## config.mk

```make
export PLATFORM = sky130hd
export DESIGN_NAME = otter_mem_arb
export DESIGN_NICKNAME = d
export VERILOG_FILES = /design/src/rtl/otter_mem_arb.sv
export SDC_FILE = /design/constraint.sdc
export NUM_CORES = 1
export LEC_CHECK = 0
export ABC_AREA = 1
export CELL_PAD_IN_SITES_DETAIL_PLACEMENT = 1
export CELL_PAD_IN_SITES_GLOBAL_PLACEMENT = 1
export CORE_MARGIN = 8
export CORE_UTILIZATION = 10
export CTS_CLUSTER_SIZE = 25
export DETAILED_ROUTE_END_ITERATION = 8
export PLACE_DENSITY = 0.83
export SLEW_MARGIN = 20
export SYNTH_ARGS = -nofsm -noshare
export SYNTH_HDL_FRONTEND = slang
export SYNTH_SLANG_ARGS = --single-unit
```

## constraint.sdc

```tcl
create_clock -name CLK -period 2.6 [get_ports CLK]
set_input_delay 0.52 -clock CLK [delete_from_list [all_inputs] [get_ports CLK]]
set_output_delay 0.52 -clock CLK [all_outputs]
set_load 0.005 [all_outputs]
```

## src/rtl/otter_mem_arb.sv

```systemverilog
// Two-port memory arbiter for the OTTER data port: CPU has default priority,
// DMA/programmer port is guaranteed service after STARVE_MAX consecutive CPU wins.
`timescale 1ns/1ps
module otter_mem_arb #(
  parameter int unsigned STARVE_MAX = 4  // legal range 1..15
) (
  input  logic        CLK,
  input  logic        RESET,
  // CPU port
  input  logic        C_REQ,
  input  logic        C_WE,
  input  logic [31:0] C_ADDR,
  input  logic [31:0] C_DIN,
  input  logic [1:0]  C_SIZE,
  input  logic        C_SIGN,
  output logic        C_GNT,
  output logic        C_RVALID,
  output logic [31:0] C_RDATA,
  // DMA / programmer port
  input  logic        D_REQ,
  input  logic        D_WE,
  input  logic [31:0] D_ADDR,
  input  logic [31:0] D_DIN,
  input  logic [1:0]  D_SIZE,
  input  logic        D_SIGN,
  output logic        D_GNT,
  output logic        D_RVALID,
  output logic [31:0] D_RDATA,
  // memory port 2
  output logic [31:0] M_ADDR,
  output logic [31:0] M_DIN,
  output logic        M_WE,
  output logic        M_RE,
  output logic [1:0]  M_SIZE,
  output logic        M_SIGN,
  input  logic [31:0] M_DOUT
);

  typedef enum logic [1:0] {
    OWN_NONE,
    OWN_CPU,
    OWN_DMA
  } owner_t;

  localparam logic [3:0] STARVE_LIM = 4'(STARVE_MAX);

  owner_t     owner, owner_nxt;
  logic [3:0] starve_cnt, starve_nxt;
  logic       dma_win;

  always_comb begin
    // NOTE: every signal gets a default before any branch so no latch is inferred.
    C_GNT      = 1'b0;
    D_GNT      = 1'b0;
    starve_nxt = starve_cnt;
    owner_nxt  = OWN_NONE;

    dma_win = D_REQ && (!C_REQ || (starve_cnt == STARVE_LIM));

    // Grants are forced low for the whole reset window, whatever the requests.
    if (!RESET) begin
      D_GNT = dma_win;
      C_GNT = C_REQ && !dma_win;
    end

    if (D_GNT || !D_REQ)
      starve_nxt = '0;
    else if (C_GNT && (starve_cnt < STARVE_LIM))
      starve_nxt = starve_cnt + 4'd1;

    if (C_GNT && !C_WE)
      owner_nxt = OWN_CPU;
    else if (D_GNT && !D_WE)
      owner_nxt = OWN_DMA;
  end

  // Idle cycles leave the CPU fields on the memory bus.
  always_comb begin
    if (D_GNT) begin
      M_ADDR = D_ADDR;
      M_DIN  = D_DIN;
      M_SIZE = D_SIZE;
      M_SIGN = D_SIGN;
    end else begin
      M_ADDR = C_ADDR;
      M_DIN  = C_DIN;
      M_SIZE = C_SIZE;
      M_SIGN = C_SIGN;
    end
    M_WE = (C_GNT && C_WE) || (D_GNT && D_WE);
    M_RE = (C_GNT && !C_WE) || (D_GNT && !D_WE);
  end

  // NOTE: state registers use non-blocking assignments so all flops update together.
  always_ff @(posedge CLK or posedge RESET) begin
    if (RESET) begin
      starve_cnt <= '0;
      owner      <= OWN_NONE;
    end else begin
      starve_cnt <= starve_nxt;
      owner      <= owner_nxt;
    end
  end

  // Memory returns read data one cycle after M_RE; route it to the recorded owner only.
  assign C_RVALID = (owner == OWN_CPU);
  assign D_RVALID = (owner == OWN_DMA);
  assign C_RDATA  = C_RVALID ? M_DOUT : '0;
  assign D_RDATA  = D_RVALID ? M_DOUT : '0;

endmodule

```

==> Implementation_results.wiki, run 1 <==
{| class="wikitable"
! Metric !! Value
|-
| Flops & latches, synth || 6
|-
| Destination of the worst register-to-register timing path || starve_cnt[1]
|-
| Final setup violation count || 1
|-
| Fraction of post-synthesis cell area in the top cell type by area || 0.508
|-
| Diodes inserted || 0
|-
| Total of warnings raised by yosys || 0
|-
| Wire length of the first global-routing pass || around 20 mm
|-
| Final period demand of the worst path || roughly 2.6 ns
|-
| TritonCTS clock tree || built
|-
| Part of the Yosys area used for sequential elements || 0.0955
|-
| Via-per-instance ratio || 3.76
|-
| Setup Crit Path Kind || flip-flop to output pin
|-
| Largest net degree at the start of global routing || 28
|-
| Global-route usage over all layers || 0.129
|-
| Crit path capture || M_ADDR[12]
|-
| Post-synth cell types || 15
|-
| Placeable core region || between 15000 and 20000 µm²
|-
| Total congestion overflow after global routing || 0
|-
| Top-level port count || slightly above 300
|-
| Mean instance size in the synthesized netlist || 4.27 µm²
|-
| Register clock-pin slew on the reported worst setup and hold paths || approximately 0.030 ns
|-
| Clock buffer count from CTS || 3
|-
| Buffers from clock root to sink, at most || 2
|-
| Antenna violations before repair || 0
|-
| WL per Instance || 15.4 µm
|-
| Chip width || between 100 and 150 µm
|-
| Setup Skew || between 0.0002 and 0.00025 ns
|-
| Path depth of the worst reg2reg path || 10
|-
| Layout cells sized above 1 || 0.0733
|-
| Path length in cells of the critical path || 10
|-
| Class of the tightest hold or removal check || primary input to asynchronous set/reset pin
|-
| Worst slew margin || 0.761
|-
| Placed Area || about 5000 µm²
|-
| Ys async rst share || 1.00
|-
| Period utilization || 1.00
|-
| Die ar. || around 20000 µm²
|-
| Worst path setup slack after routing || -0.00652 ns
|-
| Critical path arrival || 2.09 ns
|-
| Number of remaining DRC errors || 0
|-
| Area taken by multi-input logic gates || roughly 1200 µm²
|-
| Family with the most delay on the worst path || buffers and inverters
|-
| Buffers on Ports || between 300 and 400
|-
| Placed wire-length estimate || around 13 mm
|-
| RSZ-0062 raised after global routing || yes
|-
| Summed negative setup slack over all endpoints || -0.00652 ns
|-
| Number of optimization iterations in the first detailed-route pass || 3
|-
| Die Span Y || 141 µm
|-
| P_leak || 2.77 nW
|-
| Cell at the root of the clock tree || sky130_fd_sc_hd__clkbuf_16
|-
| Worst setup startpoint || starve_cnt[0]
|-
| Maximum net fanout on the critical path || 27
|-
| Main flop type after synthesis || sky130_fd_sc_hd__dfrtp_1
|-
| Number of inserted filler cells in the final layout || 2011
|-
| Worst-case register-to-register setup slack || between 1 and 1.5 ns
|-
| Required time at the worst-slack endpoint || 2.08 ns
|-
| Number of flops mapped to enable cells by yosys || 0
|-
| Final instance area || 5300 µm²
|-
| Beginning of the worst register-to-register path || starve_cnt[0]
|-
| Vias in the first global route || about 3700
|-
| Number of instances in the synthesized netlist || between 300 and 400
|-
| Top post-synthesis cells by count || sky130_fd_sc_hd__nand2_1 (213), sky130_fd_sc_hd__nor2_1 (72), sky130_fd_sc_hd__inv_1 (46)
|-
| Pin slew with the least headroom to its limit || 0.358 ns
|-
| Register Area || approximately 150 µm²
|-
| Final hold viol count || 0
|-
| Total number of placement rows || 46
|-
| Crit end category || output pin
|-
| Iter 0 DRT Violations || 97
|-
| Most repeated cell in the gate-level netlist after synthesis || sky130_fd_sc_hd__nand2_1
|-
| Total number of vias || roughly 3400
|-
| Slowest cell on the critical path || sky130_fd_sc_hd__clkdlybuf4s50_1
|-
| Post-Syn Nets || 542
|-
| Number of hold buffers added after CTS || 0
|-
| Critical path startpoint category || flip-flop
|-
| Main area contributors after synthesis || sky130_fd_sc_hd__nand2_1 (51%), sky130_fd_sc_hd__nor2_1 (17%), sky130_fd_sc_hd__inv_1 (11%)
|-
| Cell mode on critical path || sky130_fd_sc_hd__nand2_1
|-
| Cell-by-cell trace of the critical path || inv_2 -> ha_2 -> nand3_2 -> nand2_2 -> nand3_4 -> clkinv_4 -> buf_12 -> nand2_1 -> nand2_1 -> clkdlybuf4s50_1
|-
| Final wirelength || 14.1 mm
|-
| Clock tree sinks || 6
|-
| Violations in the final reports || negative setup slack
|-
| Clk_lat worst skew || about 0.23 ns
|-
| Count of nets after finishing || 872
|-
| CP Buf/Inv Count || 4
|-
| Cell accounting for the most synthesized area || sky130_fd_sc_hd__nand2_1
|-
| Maximum clock frequency || approximately 380 MHz
|-
| Final antenna-violating net count || 0
|-
| Initial core utilization || 0.100
|-
| MaxCap Viol Count || 0
|-
| Highest ir drop seen on vdd || roughly 0.13 mV
|-
| Signed area change from the synthesized netlist to the final layout || 237%
|-
| Slowest cell delay on critical path || 0.52 ns
|-
| Number of pins exceeding their max-slew limit in the final report || 0
|-
| H-Tree Depth || 1
|-
| Post-synthesis instance area || 1570 µm²
|-
| Placer Congestion || ~0.81
|-
| Result of the run || finished, violations left
|-
| Power Dens Cells || 194 nW/µm²
|}
-- cells in the final DEF, fill, tap and decap left out, types with 3 or more instances in the layout --
master | synthesis | layout
sky130_fd_sc_hd__clkbuf_2 | 0 | 3
sky130_fd_sc_hd__nand2_1 | 213 | 212
sky130_fd_sc_hd__clkbuf_16 | 0 | 3
sky130_fd_sc_hd__clkdlybuf4s50_1 | 0 | 244
sky130_fd_sc_hd__clkdlybuf4s15_1 | 0 | 3
sky130_fd_sc_hd__buf_4 | 1 | 27
sky130_fd_sc_hd__nor2_1 | 72 | 72
sky130_fd_sc_hd__dlygate4sd2_1 | 0 | 41
sky130_fd_sc_hd__dlymetal6s2s_1 | 0 | 17
sky130_fd_sc_hd__nand4_1 | 3 | 3
sky130_fd_sc_hd__buf_12 | 0 | 7
sky130_fd_sc_hd__dfrtp_1 | 6 | 6
sky130_fd_sc_hd__inv_2 | 1 | 3
sky130_fd_sc_hd__inv_1 | 46 | 43
-- what timing repair did --
action                                  in CTS  in global routing
pin swaps                                    0                  0
endpoints found under the setup margin      70                 25
gates cloned                                 1                  0
buffers inserted                             4                  4
resized for setup                           56                 33
-- registers in the layout (all words and copies together) (netlist names) --
register,flops
owner,2
starve_cnt,4
-- metal layers --
| metal | part of all wire | track usage |
|---|---|---|
| met2 | 0.52 | 0.255 |
| met5 | 0 | 0 |
| met1 | 0.35 | 0.125 |
| met4 | 0.0073 | 0.0164 |
| met3 | 0.13 | 0.0548 |
-- cell families (layout without fill, tap and decap cells) --
logic type                 after synthesis  in the layout  synth area share
and+or+nand+nor                        291            291             0.705
buffers and inverters                   67            395             0.177
DFF                                      6              6            0.0955
adders and majority gates                2              2            0.0159
AOI/OAI and AO/OA                        2              2           0.00716
-- tightest hold or removal path: cells and delay by family --
kind	cells	cell delay, ns
buffers and inverters	4	0.46
-- worst min-delay path by stage --
| stage | cells past startpoint | slack, ns | to | startpoint |
|---|---|---|---|---|
| 4_1_cts | 2 | 0.53 | starve_cnt[3] | starve_cnt[3] |
| 2_1_floorplan | 1 | 0.33 | owner[0] | RESET |
| 3_3_place_gp | 2 | 0.50 | starve_cnt[3] | starve_cnt[3] |
| 3_5_place_dp | 2 | 0.52 | starve_cnt[3] | starve_cnt[3] |
| 6_report | 4 | 0.43 | starve_cnt[0] | RESET |
| 5_1_grt | 4 | 0.46 | starve_cnt[0] | RESET |
-- stage by stage --
| stage | total power [mW] | cells | setup slack [ns] | utilization | hold slack [ns] |
|---|---|---|---|---|---|
| final | 1.03 | 912 | -0.00652 | 0.339 | 0.427 |
| after global routing | 1.10 | 912 | -0.149 | 0.339 | 0.458 |
| after CTS | 1.04 | 908 | -0.101 | 0.333 | 0.526 |
| after detailed placement | 0.818 | 900 | -0.177 | 0.326 | 0.520 |
| after global placement | 0.807 | 900 | -0.160 | 0.326 | 0.505 |
| after floorplan | 0.261 | 368 | 0.747 | - | 0.327 |
-- area by class of cell --
| type | count | share of cell area |
|---|---|---|
| timing repair buffer | 345 | 0.653 |
| multi-input combinational | 295 | 0.219 |
| tap | 216 | 0.0510 |
| inverter | 47 | 0.0342 |
| sequential | 6 | 0.0283 |
| clock buffer | 3 | 0.0142 |
-- power breakdown --
group | internal, mW | leakage, nW | switching (mW)
Clock | 0.198 | 0.0370 | 0.0524
Combinational | 0.443 | 2.65 | 0.235
Sequential | 0.0968 | 0.0823 | 0.00186
Total | 0.737 | 2.77 | 0.289
Power figures use the tool's default switching activity.
==> run 2: changes to the inputs <==
--- a/config.mk
+++ b/config.mk
@@ -12,7 +12,7 @@
 export CORE_UTILIZATION = 10
 export CTS_CLUSTER_SIZE = 25
 export DETAILED_ROUTE_END_ITERATION = 8
-export PLACE_DENSITY = 0.83
+export PLACE_DENSITY_LB_ADDON = 0.1
 export SLEW_MARGIN = 20
 export SYNTH_ARGS = -nofsm -noshare
 export SYNTH_HDL_FRONTEND = slang
==> run 2 against run 1 <==
Against the previous run: the flow now finishes without violations; first-iteration DRC count decreased by 34%; die area unchanged; global-route usage increased by 0.22 points; hold slack got worse by 0.083 ns; fmax increased by 3.6%; sequential cell count unchanged; count of clock-buffer cells in the layout unchanged; highest routed layer unchanged.
==> Implementation_results.wiki, run 2 (same netlist as run 1, synthesis figures left out) <==
{| class="wikitable"
! Metric !! Value
|-
| Result of the run || complete, no violations
|-
| Placer Congestion || 0.781
|-
| Top-level port count || between 300 and 400
|-
| Antenna violations before repair || 0
|-
| Biggest registers after layout || starve_cnt: 4 flops, owner: 2 flops
|-
| Largest net degree at the start of global routing || between 40 and 50
|-
| Total number of placement rows || 46
|-
| Clock tree sinks || 6
|-
| Worst-case register-to-register setup slack || 0.74 ns
|-
| Beginning of the worst register-to-register path || starve_cnt[0]
|-
| Crit end category || output pin
|-
| Summed negative setup slack over all endpoints || 0 ns
|-
| Most frequent standard cell in the layout excluding fill and tap cells || sky130_fd_sc_hd__clkdlybuf4s50_1
|-
| Period utilization || 0.967
|-
| Diodes inserted || 0
|-
| Die ar. || 20000 µm²
|-
| Die Span Y || approximately 140 µm
|-
| Signed area change from the synthesized netlist to the final layout || 233%
|-
| Path depth of the worst reg2reg path || 12
|-
| Cell mode on critical path || sky130_fd_sc_hd__nand2_1
|-
| Cell-by-cell trace of the critical path || inv_2 -> ha_4 -> nand3_2 -> nand2_2 -> nand3_4 -> buf_6 -> buf_4 -> clkbuf_16 -> nand2_1 -> nand2_1 -> clkdlybuf4s15_1
|-
| TritonCTS clock tree || built
|-
| Class of the tightest hold or removal check || primary input to asynchronous set/reset pin
|-
| Iter 0 DRT Violations || 64
|-
| Family with the most delay on the worst path || buffers and inverters
|-
| Number of pins exceeding their max-slew limit in the final report || 0
|-
| Critical path startpoint category || flip-flop
|-
| Slowest cell delay on critical path || around 0.40 ns
|-
| Overall power after layout || 1.02 mW
|-
| Number of inserted filler cells in the final layout || slightly below 2000
|-
| Worst setup startpoint || starve_cnt[0]
|-
| Required time at the worst-slack endpoint || between 2 and 2.5 ns
|-
| Number of remaining DRC errors || 0
|-
| Maximum clock frequency || just under 400 MHz
|-
| Highest ir drop seen on vdd || between 0.09 and 0.1 mV
|-
| Number of optimization iterations in the first detailed-route pass || 4
|-
| Wire length of the first global-routing pass || 20.6 mm
|-
| Register clock-pin slew on the reported worst setup and hold paths || roughly 0.040 ns
|-
| Placement-stage worst setup slack || -0.226 ns
|-
| Cell at the root of the clock tree || sky130_fd_sc_hd__clkbuf_16
|-
| Slowest cell on the critical path || sky130_fd_sc_hd__dfrtp_1
|-
| Buffers on Ports || around 300
|-
| Layout cells sized above 1 || 0.0542
|-
| Commonest cells after routing, fill and taps aside || sky130_fd_sc_hd__clkdlybuf4s50_1 (235), sky130_fd_sc_hd__nand2_1 (212), sky130_fd_sc_hd__nor2_1 (72)
|-
| Total number of vias || around 3300
|-
| Global-route usage over all layers || 0.132
|-
| Initial core utilization || 0.100
|-
| Maximum net fanout on the critical path || 11
|-
| Clock buffer count from CTS || 3
|-
| Final hold viol count || 0
|-
| Placeable core region || around 16000 µm²
|-
| Worst path setup slack after routing || roughly 0.085 ns
|-
| Placed wire-length estimate || about 12 mm
|-
| Final antenna-violating net count || 0
|-
| Final wirelength || ~15 mm
|-
| Setup Skew || 0.00235 ns
|-
| P_leak || 2.67 nW
|-
| CP Buf/Inv Count || 5
|-
| Biggest register || starve_cnt
|-
| Worst slew margin || 0.770
|-
| Final period demand of the worst path || roughly 2.5 ns
|-
| Vias in the first global route || roughly 3500
|-
| Clk_lat worst skew || 0.23 ns
|-
| Total congestion overflow after global routing || 0
|-
| Chip width || ~140 µm
|-
| H-Tree Depth || 1
|-
| Setup Crit Path Kind || flip-flop to output pin
|-
| Destination of the worst register-to-register timing path || starve_cnt[1]
|-
| Pin slew with the least headroom to its limit || around 0.35 ns
|-
| Final setup violation count || 0
|-
| Buffers from clock root to sink, at most || 2
|-
| Count of nets after finishing || approximately 860
|-
| WL per Instance || 16.6 µm
|-
| MaxCap Viol Count || 0
|-
| Critical path arrival || 2.00 ns
|-
| Via-per-instance ratio || roughly 3.7
|-
| Power Dens Cells || a little under 200 nW/µm²
|-
| Flip-flop count of the largest register, all copies and words added || 4
|}
-- run 2: changes by cell type in the layout (fill, tap and decap cells not counted), moves of 2 or more --
cell / before / now
sky130_fd_sc_hd__dlygate4sd2_1: 41 / 57
sky130_fd_sc_hd__buf_4: 27 / 12
sky130_fd_sc_hd__dlymetal6s2s_1: 17 / 7
sky130_fd_sc_hd__clkdlybuf4s50_1: 244 / 235
sky130_fd_sc_hd__clkdlybuf4s15_1: 3 / 8
sky130_fd_sc_hd__clkbuf_16: 3 / 6
sky130_fd_sc_hd__buf_12: 7 / 5
sky130_fd_sc_hd__buf_16: 0 / 2
sky130_fd_sc_hd__clkbuf_2: 3 / 1
-- run 2: worst max-delay path by stage --
stage	endpoint	depth (start not counted)
2_1_floorplan	M_ADDR[10]	6
3_3_place_gp	M_DIN[12]	8
3_5_place_dp	M_ADDR[7]	8
4_1_cts	M_DIN[21]	7
5_1_grt	M_DIN[12]	11
6_report	M_DIN[11]	11
-- run 2: final cells by class --
cell class	instances	area [µm²]	area share
timing repair buffer	332	3370	0.644
multi-input combinational	295	1180	0.225
tap	216	270	0.0516
inverter	47	189	0.0361
sequential	6	150	0.0287
clock buffer	3	75.1	0.0143
-- run 2: where the power goes --
group          switching, mW  total (mW)  internal, mW
Sequential           0.00202      0.0988        0.0968
Combinational          0.236       0.663         0.427
Clock                 0.0557       0.254         0.198
Total                  0.294        1.02         0.722
-- run 2: layer usage --
layer | vias up | routed length (µm) | track usage
met5 | - | 0 | 0
met4 | 0 | 73 | 0.0226
met3 | 4 | 1910 | 0.0649
met2 | 194 | 7680 | 0.246
met1 | 1428 | 5220 | 0.130
li1 | 1690 | - | -
-- run 2: timing repair --
action	in CTS	in global routing
pin swaps	0	0
cloned	2	3
hold buffers	0	0
gates resized for setup	82	22
setup buffers	1	5
endpoints found under the setup margin	70	6
-- run 2: tightest hold or removal path, cell delays in order --
cell,delay (ns)
sky130_fd_sc_hd__dlymetal6s2s_1,0.14
sky130_fd_sc_hd__inv_2,0.08
sky130_fd_sc_hd__buf_4,0.16
-- run 2: stage by stage --
step	cells	utilization	instance area, µm²	hold slack [ns]
3_5_place_dp	885	0.318	4970	0.517
6_report	899	0.334	5230	0.344
4_1_cts	891	0.324	5070	0.537
5_1_grt	899	0.334	5230	0.358
3_3_place_gp	885	0.318	4970	0.503
2_1_floorplan	368	-	1570	0.327
